$ cat src/rtl/frame_serializer_pkg.sv
// +-----------------------------------------------------------------------------+
// | frame_serializer_pkg : state encoding and default frame width               |
// | Rev 1.0                                                                     |
// +-----------------------------------------------------------------------------+
`default_nettype none

package frame_serializer_pkg;

    localparam int c_FRAME_W_DEF = 11;

    localparam logic [1:0] c_ST_IDLE = 2'd0;
    localparam logic [1:0] c_ST_SEND = 2'd1;
    localparam logic [1:0] c_ST_GAP  = 2'd2;
    localparam logic [1:0] c_ST_FIN  = 2'd3;

    typedef enum logic [1:0] {
        ST_IDLE = c_ST_IDLE,
        ST_SEND = c_ST_SEND,
        ST_GAP  = c_ST_GAP,
        ST_FIN  = c_ST_FIN
    } state_e;

endpackage

`default_nettype wire

$ cat src/rtl/frame_serializer_if.sv
// +-----------------------------------------------------------------------------+
// | frame_serializer_if : parallel frame in, serial line and status out         |
// | Rev 1.0                                                                     |
// +-----------------------------------------------------------------------------+
`default_nettype none

interface frame_serializer_if #(
    parameter int FRAME_W = frame_serializer_pkg::c_FRAME_W_DEF
) ();
    logic [FRAME_W-1:0] frame;
    logic               start;
    logic               txd;
    logic               busy;
    logic               done;

    modport master (output frame, output start, input txd, input busy, input done);
    modport slave  (input frame, input start, output txd, output busy, output done);
endinterface

`default_nettype wire

$ cat src/rtl/frame_serializer_bit_timer.sv
// +-----------------------------------------------------------------------------+
// | frame_serializer_bit_timer : divides clk into bit times, tick on last clock |
// | Rev 1.0                                                                     |
// +-----------------------------------------------------------------------------+
`default_nettype none

module frame_serializer_bit_timer #(
    parameter int DIV = 16
) (
    input  logic clk,
    input  logic rst_n,
    input  logic clr_i,
    input  logic en_i,
    output logic tick_o
);
    localparam int              c_CNT_W = (DIV > 1) ? $clog2(DIV) : 1;
    localparam logic [c_CNT_W-1:0] c_LAST  = c_CNT_W'(DIV - 1);

    logic [c_CNT_W-1:0] div_cnt_q;
    logic [c_CNT_W-1:0] div_cnt_d;

    always_comb begin
        div_cnt_d = div_cnt_q;
        if (clr_i) begin
            div_cnt_d = '0;
        end else if (en_i) begin
            div_cnt_d = (div_cnt_q == c_LAST) ? '0 : div_cnt_q + 1'b1;
        end
    end

    always_ff @(posedge clk or negedge rst_n) begin
        if (!rst_n) begin
            div_cnt_q <= '0;
        end else begin
            div_cnt_q <= div_cnt_d;
        end
    end

    assign tick_o = en_i && !clr_i && (div_cnt_q == c_LAST);

endmodule

`default_nettype wire

$ cat src/rtl/frame_serializer.sv
// +-----------------------------------------------------------------------------+
// | frame_serializer : LSB-first serializer with idle-high gap and done pulse   |
// | Rev 1.0                                                                     |
// +-----------------------------------------------------------------------------+
`default_nettype none

module frame_serializer
    import frame_serializer_pkg::*;
#(
    parameter int FRAME_W  = c_FRAME_W_DEF,
    parameter int DIV      = 16,
    parameter int GAP_BITS = 1
) (
    input  logic               clk,
    input  logic               rst_n,
    frame_serializer_if.slave  bus
);
    localparam int                 c_BIT_W    = $clog2(FRAME_W + 1);
    localparam logic [c_BIT_W-1:0] c_LAST_BIT = c_BIT_W'(FRAME_W - 1);
    localparam int                 c_GAP_W    = (GAP_BITS > 0) ? $clog2(GAP_BITS + 1) : 1;
    localparam logic [c_GAP_W-1:0] c_LAST_GAP = c_GAP_W'((GAP_BITS > 0) ? GAP_BITS - 1 : 0);

    state_e               state_q;
    logic [FRAME_W-1:0]   shreg_q;
    logic [FRAME_W-1:0]   shreg_d;
    logic [c_BIT_W-1:0]   bit_cnt_q;
    logic [c_GAP_W-1:0]   gap_cnt_q;
    logic                 txd_q;
    logic                 busy_q;
    logic                 done_q;

    logic                 timer_en;
    logic                 timer_clr;
    logic                 bit_tick;

    assign timer_en  = (state_q == ST_SEND) || (state_q == ST_GAP);
    assign timer_clr = !timer_en;
    assign shreg_d   = {1'b1, shreg_q[FRAME_W-1:1]};

    // The gap reuses the bit timer, so gap_cnt counts whole bit times.
    frame_serializer_bit_timer #(
        .DIV (DIV)
    ) u_bit_timer (
        .clk    (clk),
        .rst_n  (rst_n),
        .clr_i  (timer_clr),
        .en_i   (timer_en),
        .tick_o (bit_tick)
    );

    always_ff @(posedge clk or negedge rst_n) begin
        if (!rst_n) begin
            state_q   <= ST_IDLE;
            shreg_q   <= '1;
            bit_cnt_q <= '0;
            gap_cnt_q <= '0;
            txd_q     <= 1'b1;
            busy_q    <= 1'b0;
            done_q    <= 1'b0;
        end else begin
            done_q <= 1'b0;
            case (state_q)
                ST_IDLE: begin
                    txd_q     <= 1'b1;
                    busy_q    <= 1'b0;
                    bit_cnt_q <= '0;
                    gap_cnt_q <= '0;
                    if (bus.start) begin
                        shreg_q <= bus.frame;
                        txd_q   <= bus.frame[0];
                        busy_q  <= 1'b1;
                        state_q <= ST_SEND;
                    end
                end
                ST_SEND: begin
                    if (bit_tick) begin
                        shreg_q   <= shreg_d;
                        bit_cnt_q <= bit_cnt_q + 1'b1;
                        txd_q     <= shreg_d[0];
                        if (bit_cnt_q == c_LAST_BIT) begin
                            bit_cnt_q <= '0;
                            txd_q     <= 1'b1;
                            if (GAP_BITS > 0) begin
                                state_q <= ST_GAP;
                            end else begin
                                busy_q  <= 1'b0;
                                done_q  <= 1'b1;
                                state_q <= ST_FIN;
                            end
                        end
                    end
                end
                ST_GAP: begin
                    txd_q <= 1'b1;
                    if (bit_tick) begin
                        if (gap_cnt_q == c_LAST_GAP) begin
                            gap_cnt_q <= '0;
                            busy_q    <= 1'b0;
                            done_q    <= 1'b1;
                            state_q   <= ST_FIN;
                        end else begin
                            gap_cnt_q <= gap_cnt_q + 1'b1;
                        end
                    end
                end
                ST_FIN: begin
                    txd_q   <= 1'b1;
                    busy_q  <= 1'b0;
                    state_q <= ST_IDLE;
                end
                default: begin
                    txd_q   <= 1'b1;
                    busy_q  <= 1'b0;
                    state_q <= ST_IDLE;
                end
            endcase
        end
    end

    assign bus.txd  = txd_q;
    assign bus.busy = busy_q;
    assign bus.done = done_q;

endmodule

`default_nettype wire
$ cat src/flat_wrapper.sv
// flat-port wrapper written by rule: the top's interface ports become plain ports
module frame_serializer_flat import frame_serializer_pkg::*;
#(
    parameter int FRAME_W  = c_FRAME_W_DEF,
    parameter int DIV      = 16,
    parameter int GAP_BITS = 1
)
  (clk, rst_n, bus_frame, bus_start, bus_txd, bus_busy, bus_done);
  frame_serializer_if #(.FRAME_W(FRAME_W)) bus_i ();
  input  logic clk;
  input  logic rst_n;
  input wire logic [$bits(bus_i.frame)-1:0] bus_frame;
  input wire logic [$bits(bus_i.start)-1:0] bus_start;
  output wire logic [$bits(bus_i.txd)-1:0] bus_txd;
  output wire logic [$bits(bus_i.busy)-1:0] bus_busy;
  output wire logic [$bits(bus_i.done)-1:0] bus_done;
  assign bus_i.frame = bus_frame;
  assign bus_i.start = bus_start;
  assign bus_txd = bus_i.txd;
  assign bus_busy = bus_i.busy;
  assign bus_done = bus_i.done;
  frame_serializer #(.FRAME_W(FRAME_W), .DIV(DIV), .GAP_BITS(GAP_BITS)) u_core (.clk(clk), .rst_n(rst_n), .bus(bus_i));
endmodule
$ cat config.mk
export PLATFORM = sky130hd
export DESIGN_NAME = frame_serializer_flat
export DESIGN_NICKNAME = d
export VERILOG_FILES = /design/src/rtl/frame_serializer_pkg.sv /design/src/rtl/frame_serializer_if.sv /design/src/rtl/frame_serializer_bit_timer.sv /design/src/rtl/frame_serializer.sv /design/src/flat_wrapper.sv
export SDC_FILE = /design/constraint.sdc
export NUM_CORES = 1
export LEC_CHECK = 0
export CAP_MARGIN = 25
export CELL_PAD_IN_SITES_DETAIL_PLACEMENT = 1
export CELL_PAD_IN_SITES_GLOBAL_PLACEMENT = 2
export CORE_ASPECT_RATIO = 1.2
export CORE_MARGIN = 8
export CORE_UTILIZATION = 38
export DETAILED_ROUTE_END_ITERATION = 6
export GPL_TIMING_DRIVEN = 0
export HOLD_SLACK_MARGIN = 0.12
export PLACE_DENSITY_LB_ADDON = 0.1
export SLEW_MARGIN = 30
export SYNTH_ARGS = -nofsm -noshare
export SYNTH_HDL_FRONTEND = slang
export SYNTH_SLANG_ARGS = --single-unit
$ cat constraint.sdc
create_clock -name clk -period 5.7 [get_ports clk]
set_clock_uncertainty 0.1 [all_clocks]
set_input_delay 1.425 -clock clk [delete_from_list [all_inputs] [get_ports clk]]
set_output_delay 1.425 -clock clk [all_outputs]
set_load 0.01 [all_outputs]
Word-level counts from Yosys, hierarchy flattened
Cells that the tools add are included.

word-level totals
  register bits after elaboration = 25
  output and inout port bits = 3
  bits in writable memories = 0
  latch bits = 0
  memories = 0
  input bits = 14
  ROM bits = 0

operators by class
  add/sub/neg operators = 3
  muxes and demuxes = 28
  multipliers = 0
  shift operators = 0
  reduce and logical (&&, ||, !) cells = 11
  bitwise gates (word level) = 1
  $lt $le $gt $ge = 0
  divide/modulo/power cells = 0
  equality and inequality tests = 10

operators by type and width
  operator               count
  $mux W11               2
  $pmux W11 S2           1
  $mux W4                4
  $mux W1                11
  $mux W2                5
  $add A4 B1 Y4 const B  2
  $eq A4 B4 Y1 const B   2
  $pmux W2 S4            1
  $pmux W4 S2            1
  $ne A2 B2 Y1 const B   3
  $pmux W1 S3            2
  $reduce_and A3 Y1      2
  $reduce_and A5 Y1      1
  $eq A2 B2 Y1 const B   2
  $ne A2 B1 Y1 const B   2
  $reduce_and A2 Y1      2
  $reduce_bool A2 Y1     2
  $eq A2 B1 Y1 const B   1
  $logic_not A2 Y1       1
  $pmux W1 S2            1
  $reduce_or A2 Y1       1
  $add A1 B1 Y1 const B  1
  $logic_and A1 B1 Y1    1
  $logic_or A1 B1 Y1     1
  $not A1 Y1             1

Logic depth before layout (Yosys ltp)
  depth after elaboration = 5
  mapped depth = 8
  gate-level depth less buffers = 6

Cells and area by module
From an unflattened synthesis, not the netlist that was laid out.

unflattened totals
  cells, all modules = 112
  area total of the unflattened synthesis = 1256.2 um^2

modules (own cells, without submodules)
  module                      area an instance (um^2)  seq. area each (um^2)  cells each  instances
  frame_serializer            1049.8                   489.2                  90          1
  frame_serializer_bit_timer  206.4                    100.1                  22          1

Least setup slack after synthesis
Ideal clock, no wire load.

  kind = input-to-reg
  start point = in bus_start
  end point = reg u_core.state_q[1]
  path buffers = 0
  stages = 4
  setup slack = 3.334 ns
  arrival = 2.141 ns
  required time = 5.475 ns
  path through = and2b_2 a21oi_1 nand2_1 mux2_2

on the way
  word-level cells in the longest chain between the ends = 2

RTL lines
  item                         line                    text
  start, declared              flat_wrapper.sv:13      input wire logic [$bits(bus_i.start)-1:0] bus_start;
  $ne A2 B2 Y1 (no line)       n/a
  $reduce_and A5 Y1 (no line)  n/a
  end signal, assigned         frame_serializer.sv:53  state_q <= ST_IDLE;
  end signal, assigned         frame_serializer.sv:72  state_q <= ST_SEND;
  end signal, assigned         frame_serializer.sv:84  state_q <= ST_GAP;
  end, declared                frame_serializer.sv:23  state_e state_q;

Every way passes these cells.
A chain may end at the register's enable or synchronous reset.

Worst setup path after layout
  start point = reg u_core.txd_q, in the netlist u_core.bus.txd
  end point = out bus_txd

RTL lines
  item                    line                    text
  start, declared         frame_serializer.sv:28  logic txd_q;
  start signal, assigned  frame_serializer.sv:70  txd_q <= bus.frame[0];
  start signal, assigned  frame_serializer.sv:79  txd_q <= shreg_d[0];
  end, declared           flat_wrapper.sv:14      output wire logic [$bits(bus_i.txd)-1:0] bus_txd;

No word-level cell between the ends.

==> impl_metrics.json <==
{
  "grt_setup_unrepaired": "false",
  "max_cap_violations": 0,
  "ys_ff_latch": 23,
  "portBuffers": 16,
  "start_kind": "flip-flop",
  "timing.final.crit_share": 0.5024,
  "wl_per_cell_um": 16.64,
  "routabilityCongestion": 0.6868,
  "synth_ff_type": "dfrtp_1",
  "hold_viol_final": 0,
  "syn_avg_cell_area_sq_um": 11.65,
  "final_nets": 152,
  "tightest_slew_ns": 0.5135,
  "ant_nets": 0,
  "regToRegEndpoint": "u_core.shreg_q[4]",
  "grt_pass1_wl_um": 4754,
  "setup-violations-final": 0,
  "syn_to_final_growth_pct": 19.24,
  "final_common_cell": "mux2_2",
  "p_int_uw": 229.2,
  "dpl_cell_area_sq_um": 1483,
  "grt_remaining_overflow": 0,
  "cts.clk_slew.worst_paths_ns": 0.09,
  "reg2reg_depth": 6,
  "regToRegSetupSlack_ns": 3.66,
  "hold_class": "reg -> reg",
  "slew_headroom": 0.6577,
  "regToRegStartpoint": "u_core.state_q[0]",
  "swShare": 0.2168,
  "avgViaCountPerCell": 5.431,
  "critical_path.max_stage_delay_ns": 0.54,
  "final_cell_mix": "19 x mux2_2, 15 x clkdlybuf4s50_1, 12 x dfrtp_1",
  "ctsResizeCount": 0,
  "cp.arrival_ns": 1.34,
  "synth_area_sq_um": 1281,
  "worst-path-buf-inv": 1,
  "synth_cells": 110,
  "die_h_um": 79.61,
  "clkPwrFrac": 0.362,
  "synth.distinct_cells": 34,
  "vdd_drop_max_mv": 0.1051,
  "status": "completed",
  "dpl_worst_slack_ns": 2.697,
  "fillers": 368,
  "design.portCount": 17,
  "switchingPower_uw": 63.47,
  "finish.instance_area_sq_um": 1528,
  "worst-path-max-fanout": 2,
  "power_frac_comb": 0.060,
  "h-tree-depth": 1,
  "post_cts_buffers": 0,
  "fin_crit_ns": 2.863,
  "path_class": "reg -> out",
  "seq_area_frac_synth": 0.4600,
  "synth_enable_flop_cells": 0,
  "cts_hold_buf": 0,
  "core_sq_um": 3281,
  "num_vias": 907,
  "floorplan.initialDensity": 0.3905,
  "cp_top_family": "flip-flops",
  "postSynth.asyncResetShare": 1.000,
  "antennaDiodeCount": 0,
  "whs_path_depth": 2,
  "final_util": 0.4657,
  "cts_buffer_depth": 2,
  "fmax_mhz": 349.2,
  "antenna_found_initial": 0,
  "tns_ns": 0,
  "worstPathCellList": "clkdlybuf4s50_1",
  "p_leak_nw": 0.6490,
  "drive_gt1_frac": 0.3231,
  "cp.required_ns": 4.18,
  "clk_latency_ns": 0.27,
  "cts_buffers": 3,
  "grt_pass1_vias": 1002,
  "row_count": 23,
  "drv_slew": 0,
  "post-dp-hpwl_um": 2060,
  "grt_usage": 0.1065,
  "drt_pre_antenna_iters": 4,
  "p_per_area_nw_per_um2": 191.6,
  "p_seq_frac": 0.577,
  "cts_tree": "yes",
  "cts_sinks": 23,
  "slowest_stage": "dfstp_2",
  "ys_warn_count": 0,
  "synth_nets": 131,
  "grt_max_degree": 24,
  "min_to": "u_core.bus.txd",
  "dieArea_sq_um": 5493,
  "drc": 0,
  "drt_wl_total_um": 2779,
  "die_x_um": 69.01,
  "cp-end-kind": "output port",
  "hp-start": "u_core.bus.txd",
  "drtIter0Drc": 25,
  "setup_slack_ns": 2.837,
  "root_buffer": "clkbuf_8"
}
worst min-delay path: cells and delay by family, from the launching register on:
family	cells	cell delay, ns
flip-flops	1	0.38
AND/OR/NAND/NOR	2	0.12
metrics by stage:
stage	hold WS (ns)	std cells	total power, mW
after floorplan	0.3875	110	0.1761
after global placement	0.3718	163	0.1899
after detailed placement	0.3767	163	0.1902
after CTS	0.3885	167	0.2968
after global routing	0.4170	167	0.3052
final	0.3851	167	0.2927
synthesized netlist by cell type (2+ instances only):
cell type | n | share of area
mux2_2 | 19 | 0.17
dfrtp_1 | 12 | 0.23
dfstp_2 | 11 | 0.23
nand2_1 | 9 | 0.026
ha_1 | 7 | 0.068
o21ai_0 | 7 | 0.027
nand3_1 | 5 | 0.020
a21oi_1 | 4 | 0.016
inv_1 | 4 | 0.012
and2_1 | 3 | 0.015
a22o_1 | 2 | 0.014
buf_4 | 2 | 0.012
nand3b_1 | 2 | 0.012
nor4_1 | 2 | 0.0098
o22a_1 | 2 | 0.014
routing by layer:
| metal | global-route usage | part of all wire |
|---|---|---|
| met1 | 0.1186 | 0.45 |
| met2 | 0.1856 | 0.50 |
| met3 | 0.02114 | 0.026 |
| met4 | 0.06160 | 0.018 |
| met5 | 0 | 0 |
logic make-up after synthesis:
family / share of synthesized area
AO/OA/AOI/OAI: 0.09279
XOR/XNOR: 0.006837
adder cells (fa/ha/maj): 0.06836
buffers and inverters: 0.03515
flip-flops: 0.4600
multiplexers: 0.1846
AND/OR/NAND/NOR: 0.1523
sequential cells by signal, summed over array words and instances (netlist names):
| name | count |
|---|---|
| u_core.state_q | 2 |
| u_core.shreg_q | 10 |
| u_core.bus.txd | 1 |
| u_core.bus.done | 1 |
| u_core.bit_cnt_q | 4 |
| u_core.u_bit_timer.div_cnt_q | 4 |
| u_core.bus.busy | 1 |
area by class of cell:
type / count / area [sq um] / area share
buffer: 4 / 30.03 / 0.01966
sequential: 23 / 589.3 / 0.3857
inverter: 4 / 15.01 / 0.009828
multi-input combinational: 79 / 646.9 / 0.4234
clock buffer: 4 / 45.04 / 0.02948
tap: 37 / 46.29 / 0.03030
timing repair buffer: 16 / 155.1 / 0.1016
power groups by stage:
stage	Clock [mW]	Combinational (mW)	Sequential, mW
2_1_floorplan	0	0.00441	0.172
3_3_place_gp	0	0.0181	0.172
3_5_place_dp	0	0.0183	0.172
4_1_cts	0.109	0.0184	0.169
5_1_grt	0.116	0.0195	0.169
6_report	0.106	0.0177	0.169
worst max path at each step:
stage / startpoint / endpoint / slack, ns / cells past startpoint
4_1_cts: u_core.bus.txd / bus_txd / 2.83 / 1
5_1_grt: u_core.bus.txd / bus_txd / 2.80 / 1
2_1_floorplan: bus_start / u_core.state_q[1] / 3.33 / 4
6_report: u_core.bus.txd / bus_txd / 2.84 / 1
3_3_place_gp: bus_start / u_core.state_q[1] / 2.68 / 5
3_5_place_dp: bus_start / u_core.shreg_q[4] / 2.70 / 4
No activity file was read; power rests on OpenSTA's default activity.
